===== src/rtl/mem_arb_pkg.sv =====
// Shared encodings for the two-port memory arbiter: FSM states, command opcodes
// and response codes as seen on the memory-host beat interface.
package mem_arb_pkg;

    typedef enum logic [2:0] {
        ST_IDLE,
        ST_ADDR,
        ST_DATA,
        ST_WAIT_RSP,
        ST_DONE
    } state_t;

    localparam logic [1:0] CMD_READ       = 2'b10;
    localparam logic [1:0] CMD_SET_ADDR   = 2'b01;
    localparam logic [1:0] CMD_WRITE_DATA = 2'b11;

    localparam logic [1:0] RSP_WR_ACK  = 2'b00;
    localparam logic [1:0] RSP_RD_DATA = 2'b01;

    // Any code with the top bit set is an error, whatever the low bit says.
    function automatic logic rsp_is_err(input logic [1:0] code);
        return (code != RSP_WR_ACK) && (code != RSP_RD_DATA);
    endfunction

endpackage


===== src/rtl/mem_arb_timer.sv =====
// Saturating 8-bit wait counter for the response phase; expired fires in the
// WAIT_RSP cycle whose increment brings the count up to TIMEOUT.
module mem_arb_timer #(
    parameter int TIMEOUT = 255
) (
    input  logic clk,
    input  logic reset,
    input  logic clear,
    input  logic enable,
    output logic expired
);

    localparam logic [7:0] LAST_COUNT = 8'(TIMEOUT - 1);

    logic [7:0] count_reg;

    always_ff @(posedge clk) begin
        if (!reset) begin
            count_reg <= 8'd0;
        end else if (clear) begin
            count_reg <= 8'd0;
        end else if (enable && (count_reg != 8'hFF)) begin
            count_reg <= count_reg + 8'd1;
        end
    end

    assign expired = enable && (count_reg == LAST_COUNT);

endmodule


===== src/rtl/mem_port_arbiter.sv =====
// Round-robin arbiter granting a fetch port and a data port access to a single
// beat-based memory host, one transaction outstanding at a time.
module mem_port_arbiter
    import mem_arb_pkg::*;
#(
    parameter int TIMEOUT = 255
) (
    input  logic        clk,
    input  logic        reset,
    input  logic        f_req,
    input  logic [31:0] f_addr,
    output logic        f_ack,
    output logic [31:0] f_rdata,
    output logic        f_err,
    input  logic        d_req,
    input  logic        d_we,
    input  logic [31:0] d_addr,
    input  logic [31:0] d_wdata,
    output logic        d_ack,
    output logic [31:0] d_rdata,
    output logic        d_err,
    output logic        cmd_stb,
    output logic [33:0] cmd_word,
    input  logic        cmd_busy,
    input  logic        rsp_stb,
    input  logic [33:0] rsp_word
);

    state_t      state_reg;
    logic        gnt_data_reg;
    logic        last_data_reg;
    logic        we_reg;
    logic [31:0] wdata_reg;

    logic        grant_data;
    logic        accept;
    logic        expired;
    logic [31:0] done_rdata;
    logic        done_err;

    // Data wins a tie only when fetch was the most recent grant.
    always_comb begin
        grant_data = d_req && (!f_req || !last_data_reg);
        accept     = cmd_stb && !cmd_busy;
        done_err   = 1'b1;
        done_rdata = 32'h0;
        if (rsp_stb) begin
            done_err = rsp_is_err(rsp_word[33:32]);
            if (!we_reg && (rsp_word[33:32] != RSP_WR_ACK)) begin
                done_rdata = rsp_word[31:0];
            end
        end
    end

    mem_arb_timer #(
        .TIMEOUT(TIMEOUT)
    ) u_timer (
        .clk    (clk),
        .reset  (reset),
        .clear  ((state_reg == ST_DATA) && accept),
        .enable (state_reg == ST_WAIT_RSP),
        .expired(expired)
    );

    always_ff @(posedge clk) begin
        if (!reset) begin
            state_reg     <= ST_IDLE;
            gnt_data_reg  <= 1'b0;
            last_data_reg <= 1'b1;
            we_reg        <= 1'b0;
            wdata_reg     <= 32'h0;
            cmd_stb       <= 1'b0;
            cmd_word      <= 34'h0;
            f_ack         <= 1'b0;
            f_rdata       <= 32'h0;
            f_err         <= 1'b0;
            d_ack         <= 1'b0;
            d_rdata       <= 32'h0;
            d_err         <= 1'b0;
        end else begin
            f_ack <= 1'b0;
            d_ack <= 1'b0;
            case (state_reg)
                ST_IDLE: begin
                    if (f_req || d_req) begin
                        gnt_data_reg  <= grant_data;
                        last_data_reg <= grant_data;
                        we_reg        <= grant_data && d_we;
                        wdata_reg     <= d_wdata;
                        cmd_stb       <= 1'b1;
                        if (grant_data && d_we) begin
                            cmd_word  <= {CMD_SET_ADDR, d_addr};
                            state_reg <= ST_ADDR;
                        end else begin
                            cmd_word  <= {CMD_READ, (grant_data ? d_addr : f_addr)};
                            state_reg <= ST_DATA;
                        end
                    end
                end
                ST_ADDR: begin
                    if (accept) begin
                        cmd_word  <= {CMD_WRITE_DATA, wdata_reg};
                        state_reg <= ST_DATA;
                    end
                end
                ST_DATA: begin
                    if (accept) begin
                        cmd_stb   <= 1'b0;
                        state_reg <= ST_WAIT_RSP;
                    end
                end
                ST_WAIT_RSP: begin
                    // A response arriving in the expiry cycle still wins.
                    if (rsp_stb || expired) begin
                        if (gnt_data_reg) begin
                            d_ack   <= 1'b1;
                            d_rdata <= done_rdata;
                            d_err   <= done_err;
                        end else begin
                            f_ack   <= 1'b1;
                            f_rdata <= done_rdata;
                            f_err   <= done_err;
                        end
                        state_reg <= ST_DONE;
                    end
                end
                ST_DONE: begin
                    state_reg <= ST_IDLE;
                end
                default: begin
                    state_reg <= ST_IDLE;
                end
            endcase
        end
    end

endmodule

===== config.mk =====
export PLATFORM = sky130hd
export DESIGN_NAME = mem_port_arbiter
export DESIGN_NICKNAME = d
export VERILOG_FILES = /design/src/rtl/mem_arb_pkg.sv /design/src/rtl/mem_arb_timer.sv /design/src/rtl/mem_port_arbiter.sv
export SDC_FILE = /design/constraint.sdc
export NUM_CORES = 1
export LEC_CHECK = 0
export CAP_MARGIN = 20
export CORE_MARGIN = 3
export CORE_UTILIZATION = 25
export CTS_CLUSTER_SIZE = 25
export DETAILED_ROUTE_END_ITERATION = 10
export PLACE_DENSITY_LB_ADDON = 0.25
export SKIP_CTS_REPAIR_TIMING = 1
export SLEW_MARGIN = 40
export SYNTH_ARGS = -nofsm -noshare
export SYNTH_HDL_FRONTEND = slang
export SYNTH_SLANG_ARGS = --single-unit

===== constraint.sdc =====
create_clock -name clk -period 1.65 [get_ports clk]
set_clock_uncertainty 0.2 [all_clocks]
set_input_delay 0.33 -clock clk [delete_from_list [all_inputs] [get_ports clk]]
set_output_delay 0.33 -clock clk [all_outputs]
set_load 0.05 [all_outputs]

=== After elaboration in Yosys (flattened, before gate mapping) ===
Cells that the tools add are included.

* Flip-flop bits (word level): 149
* Word-level logic and storage cells: 73

* Add/subtract/negate cells: 1
* Equal/unequal tests: 10
* Muxes and demuxes: 19
* Bitwise logic cells: 2
* Reductions and logical operators: 27

{| class="wikitable"
|+ Operator list
! cell !! count
|-
| $mux 34 || 3
|-
| $mux 32 || 3
|-
| $pmux 34 s2 || 1
|-
| $reduce_and 3->1 || 5
|-
| $mux 3 || 4
|-
| $pmux 3 s4 || 1
|-
| $add 8x1->8 const B || 1
|-
| $eq 8x8->1 const B || 1
|-
| $logic_and 1x1->1 || 8
|-
| $ne 2x2->1 const B || 4
|-
| $ne 8x8->1 const B || 1
|-
| $eq 3x2->1 const B || 2
|-
| $reduce_bool 2->1 || 3
|-
| $mux 1 || 5
|-
| $logic_not 1->1 || 4
|-
| $reduce_and 4->1 || 1
|-
| $eq 3x1->1 const B || 1
|-
| $logic_not 3->1 || 1
|-
| $logic_or 1x1->1 || 3
|-
| $mux 2 || 1
|-
| $ne 2x1->1 const B || 1
|-
| $not 1->1 || 2
|-
| $pmux 1 s2 || 1
|-
| $reduce_and 2->1 || 1
|-
| $reduce_or 2->1 || 1
|}

=== Depth between registers and ports, before layout ===
* Word-level depth: 7
* Mapped depth: 7
* Depth with buffers taken out: 5

=== Cells and area by module ===
From an unflattened synthesis, not the netlist that was laid out.

* Cells, all modules: 798
* Area total of the unflattened synthesis: 6218.5 µm²

{| class="wikitable"
|+ By module, submodules not included
! module !! instances !! cells each !! area an instance (µm²)
|-
| mem_port_arbiter || 1 || 748 || 5746.8
|-
| mem_arb_timer || 1 || 50 || 471.7
|}

=== Worst setup path after synthesis ===
Ideal clock, no wire load.

* Kind: reg-to-reg
* Start point: register state_reg[0]
* End point: register cmd_word[10]
* Setup time: 0.117 ns
* Arrival: 1.476 ns
* Data required time: 1.333 ns
* Path slack: -0.143 ns
* Cell stages (with the launch flop): 7
* Buffers on the path: 2
* Clock period less this slack: 1.793 ns
* Cells stage by stage: dfxtp_1 buf_6 or3_1 o22ai_2 nor2_1 buf_2 a22o_1

* Longest elaborated chain between the ends: 3
* Elaborated cells between the ends (all ways): 7
* Those cells by class: eq/ne: 3; mux: 1; reduce/logical: 3

{| class="wikitable"
|+ Ends and longest elaborated chain
! what !! line !! RTL
|-
| from (decl) || mem_port_arbiter.sv:29 || <nowiki>state_t state_reg;</nowiki>
|-
| from (signal assigned) || mem_port_arbiter.sv:67 || <nowiki>state_reg <= ST_IDLE;</nowiki>
|-
| from (signal assigned) || mem_port_arbiter.sv:93 || <nowiki>state_reg <= ST_ADDR;</nowiki>
|-
| from (signal assigned) || mem_port_arbiter.sv:96 || <nowiki>state_reg <= ST_DATA;</nowiki>
|-
| $eq 3x1->1 / $logic_not 3->1 (equally long branches) || mem_port_arbiter.sv:83 || <nowiki>case (state_reg)</nowiki>
|-
| $ne 2x2->1 (no line) / $reduce_bool 2->1 (equally long branches) || - ||
|-
| $reduce_and 3->1 (no line) || - ||
|-
| to (signal assigned) || mem_port_arbiter.sv:92 || <nowiki>cmd_word <= {CMD_SET_ADDR, d_addr};</nowiki>
|-
| to (signal assigned) || mem_port_arbiter.sv:95 || <nowiki>cmd_word <= {CMD_READ, (grant_data ? d_addr : f_addr)};</nowiki>
|-
| to (signal assigned) || mem_port_arbiter.sv:102 || <nowiki>cmd_word <= {CMD_WRITE_DATA, wdata_reg};</nowiki>
|-
| to (decl) || mem_port_arbiter.sv:23 || <nowiki>output logic [33:0] cmd_word,</nowiki>
|}

Parallel ways exist; a longest one is shown, timed or not.
A chain may end at the register's enable or synchronous reset.

=== Final worst setup path ===
* Start point: register state_reg[1]
* End point: register cmd_word[28]

The elaborated chain is that of the path after synthesis.

==> impl_results.md <==
- Status: finished with violations
- Failing checks: setup timing
- Worst hold path endpoint: wdata_reg[15]
- H-Tree Level Count: 4
- CTS tree: done
- Final setup fails: 83
- Die Ht: 156.3 um
- Post-synth top cells: dfxtp_1 (149), nand2_1 (136), a22o_1 (96)
- CTS root buf: clkbuf_16
- GR peak layer: met2
- Skew-Pair Late Insertion Delay: 0.42 ns
- Area grow syn2layout: 88.26%
- FF-to-FF setup slack: -0.11 ns
- GRT met2 Usage: 22.71%
- FF/Latch Area: 0.002998 mm^2
- Crit start category: flop
- Share of cells above drive strength 1: 26.44%
- Netlist cell types: 48
- Asr flop ratio synth: 0%
- RSZ-0062 raised after global routing: true
- Max Slew Vio Count: 0
- Slew headroom: 78.43%
- # nets final: 1,026
- Multi-input gate area: 0.002564 mm^2
- Drt pass-1 iters: 5
- Vias in the first global route: 5,253
- Pwr Total: 15.08 mW
- Top post-synthesis cells by area: dfxtp_1 (53%), a22o_1 (15%), nand2_1 (9.0%), a31oi_1 (3.8%), nor2_1 (3.5%)
- Initial Utilization: 25.65%
- Worst R2R End: cmd_word[28]
- IO buf count: 239
- Flops & latches, synth: 149
- GRT Resource Usage Total: 15.02%
- Worst Tran Pin Value: 0.3236 ns
- Starting DRT DRC Count: 151
- Post-Syn Area per Cell: 9.216 um^2
- Clock tree buffer depth: 2
- Ant diodes: 0
- Syn Nets: 752
- Tcrit/Tclk final: 106.9%
- # IOs: 240
- CP Capture Type: flop
- Worst Hold Launch: d_wdata[15]
- Final worst slack: -0.1138 ns
- Die X: 156.3 um
- Final hold viol count: 0
- Worst min path class: in -> reg
- Avg WL per Cell: 16.74 um
- Via-to-Cell Ratio: 4.716
- Initial antenna violation count: 0
- Worst-path clk slew: 0.07 ns
- Setup total negative slack: -4.910 ns
- WP data required: 1.76 ns
- CP Max Fanout: 32
- DRC: 0
- CTS Sinks: 149
- Vias: 5,565
- Post-DRT Antenna Nets: 0
- Max reg flops: 34
- Fin crit period: 1.764 ns
- Maximum VDD drop: 0.6724 mV
- Met1 GRT Util: 19.15%
- Power density over the cells: 1418 mW/mm^2
- Finished Layout Cells: 1,180
- EDFF count, synth: 0
- Arrival time worst endpoint: 1.87 ns
- CTS Buf Count: 17
- Overflow left after global routing: 0
- Synth top area share: 52.80%
- DP Cell Count: 1,140
- Syn Inst Count: 613
- Row cnt: 54
- Setup Crit Path Kind: reg -> reg
- Reg with most FFs: cmd_word
- Routability cong.: 0.7536
- Top-count cell post-synth: dfxtp_1
- Largest net degree at the start of global routing: 44
- Max Cap Viol: 0
- Yosys top cell by area: dfxtp_1
- Reg2reg start: state_reg[1]
- Util after Layout: 48.28%
- GR Util met3: 6.914%
- Post-DP HPWL: 13,840 um
- F_max: 567.0 MHz
- Die area: 0.02444 mm^2
- Leakage power figure: 4.278 nW
- Register area share after synthesis: 52.80%
- Fillers: 2,057
- First-pass GRT wire length: 29,030 um
- Routed WL: 19,760 um
- Core Area: 0.02203 mm^2
- WHS Path Cells: 3
- Reg2reg path depth: 5
- Mapped cell area: 0.005649 mm^2
- Top_reg_cell synth: dfxtp_1
- Yosys warnings: 0
==> power breakdown <==
group | leakage [nW] | switching [mW] | internal, mW
registers | 1.22 | 0.567 | 4.23
clock network | 0.276 | 1.71 | 2.12
logic | 2.78 | 3.31 | 3.13
==> kinds of logic after synthesis <==
logic type      synth area share, %
compound gates                26.00
flops                         52.80
mux                          0.1772
buf+inv                       4.518
simple gates                  15.59
fa+ha+maj                    0.4429
xor+xnor                     0.4652
==> worst max-delay path, stage by stage, from the launching register on <==
cell and delay (ns):
dfxtp_4 0.36, or3b_4 0.45, o22ai_4 0.15, nor2_2 0.07, buf_12 0.17, a22o_1 0.24
==> metrics by stage <==
step / area, um^2 / worst slack [ns] / hold WS, ns
after floorplan: 5759 / -0.09866 / 0.2367
after global placement: 9801 / -0.4263 / 0.2434
after detailed placement: 9801 / -0.4650 / 0.2482
after CTS: 10370 / -0.1575 / 0.2265
after global routing: 10640 / -0.1526 / 0.2358
final: 10640 / -0.1138 / 0.2501
==> worst max-delay path by stage <==
| stage | cells past startpoint | start | end |
|---|---|---|---|
| 5_1_grt | 5 | state_reg[1] | cmd_word[28] |
| 3_3_place_gp | 6 | reset | f_rdata[12] |
| 3_5_place_dp | 6 | reset | f_rdata[29] |
| 2_1_floorplan | 7 | state_reg[0] | cmd_word[14] |
| 4_1_cts | 5 | state_reg[2] | cmd_word[28] |
| 6_report | 5 | state_reg[1] | cmd_word[28] |
==> placed cells by master, fill, tap and decap left out, drive strengths merged, types with 2 or more instances in the layout <==
master / instances
and4b: 2
nand2: 136
o21ai: 3
nor3: 4
nand2b: 2
a22o: 96
a21boi: 2
buf: 161
a211oi: 5
clkinv: 3
a31oi: 35
inv: 13
and3: 4
ha: 2
clkbuf: 22
and2: 2
xor2: 2
dfxtp: 149
o22ai: 2
nand3: 4
o221a: 3
clkinvlp: 2
nor2: 53
a21oi: 38
clkdlybuf4s50: 136
==> per-layer routing <==
layer  routed length [um]  vias up
met2                 8658      214
met4                  231        0
met3                 2017       20
li1                     -     2749
met1                 8850     2582
met5                    0        -
==> area by class of cell <==
type,count,share of cell area [%]
sequential,149,28.19
timing repair buffer,301,38.89
clock buffer,18,4.035
inverter,5,0.1765
multi-input combinational,413,24.11
tap,280,3.294
clock inverter,14,1.306
Note: power is estimated with default switching activity, not from simulation.
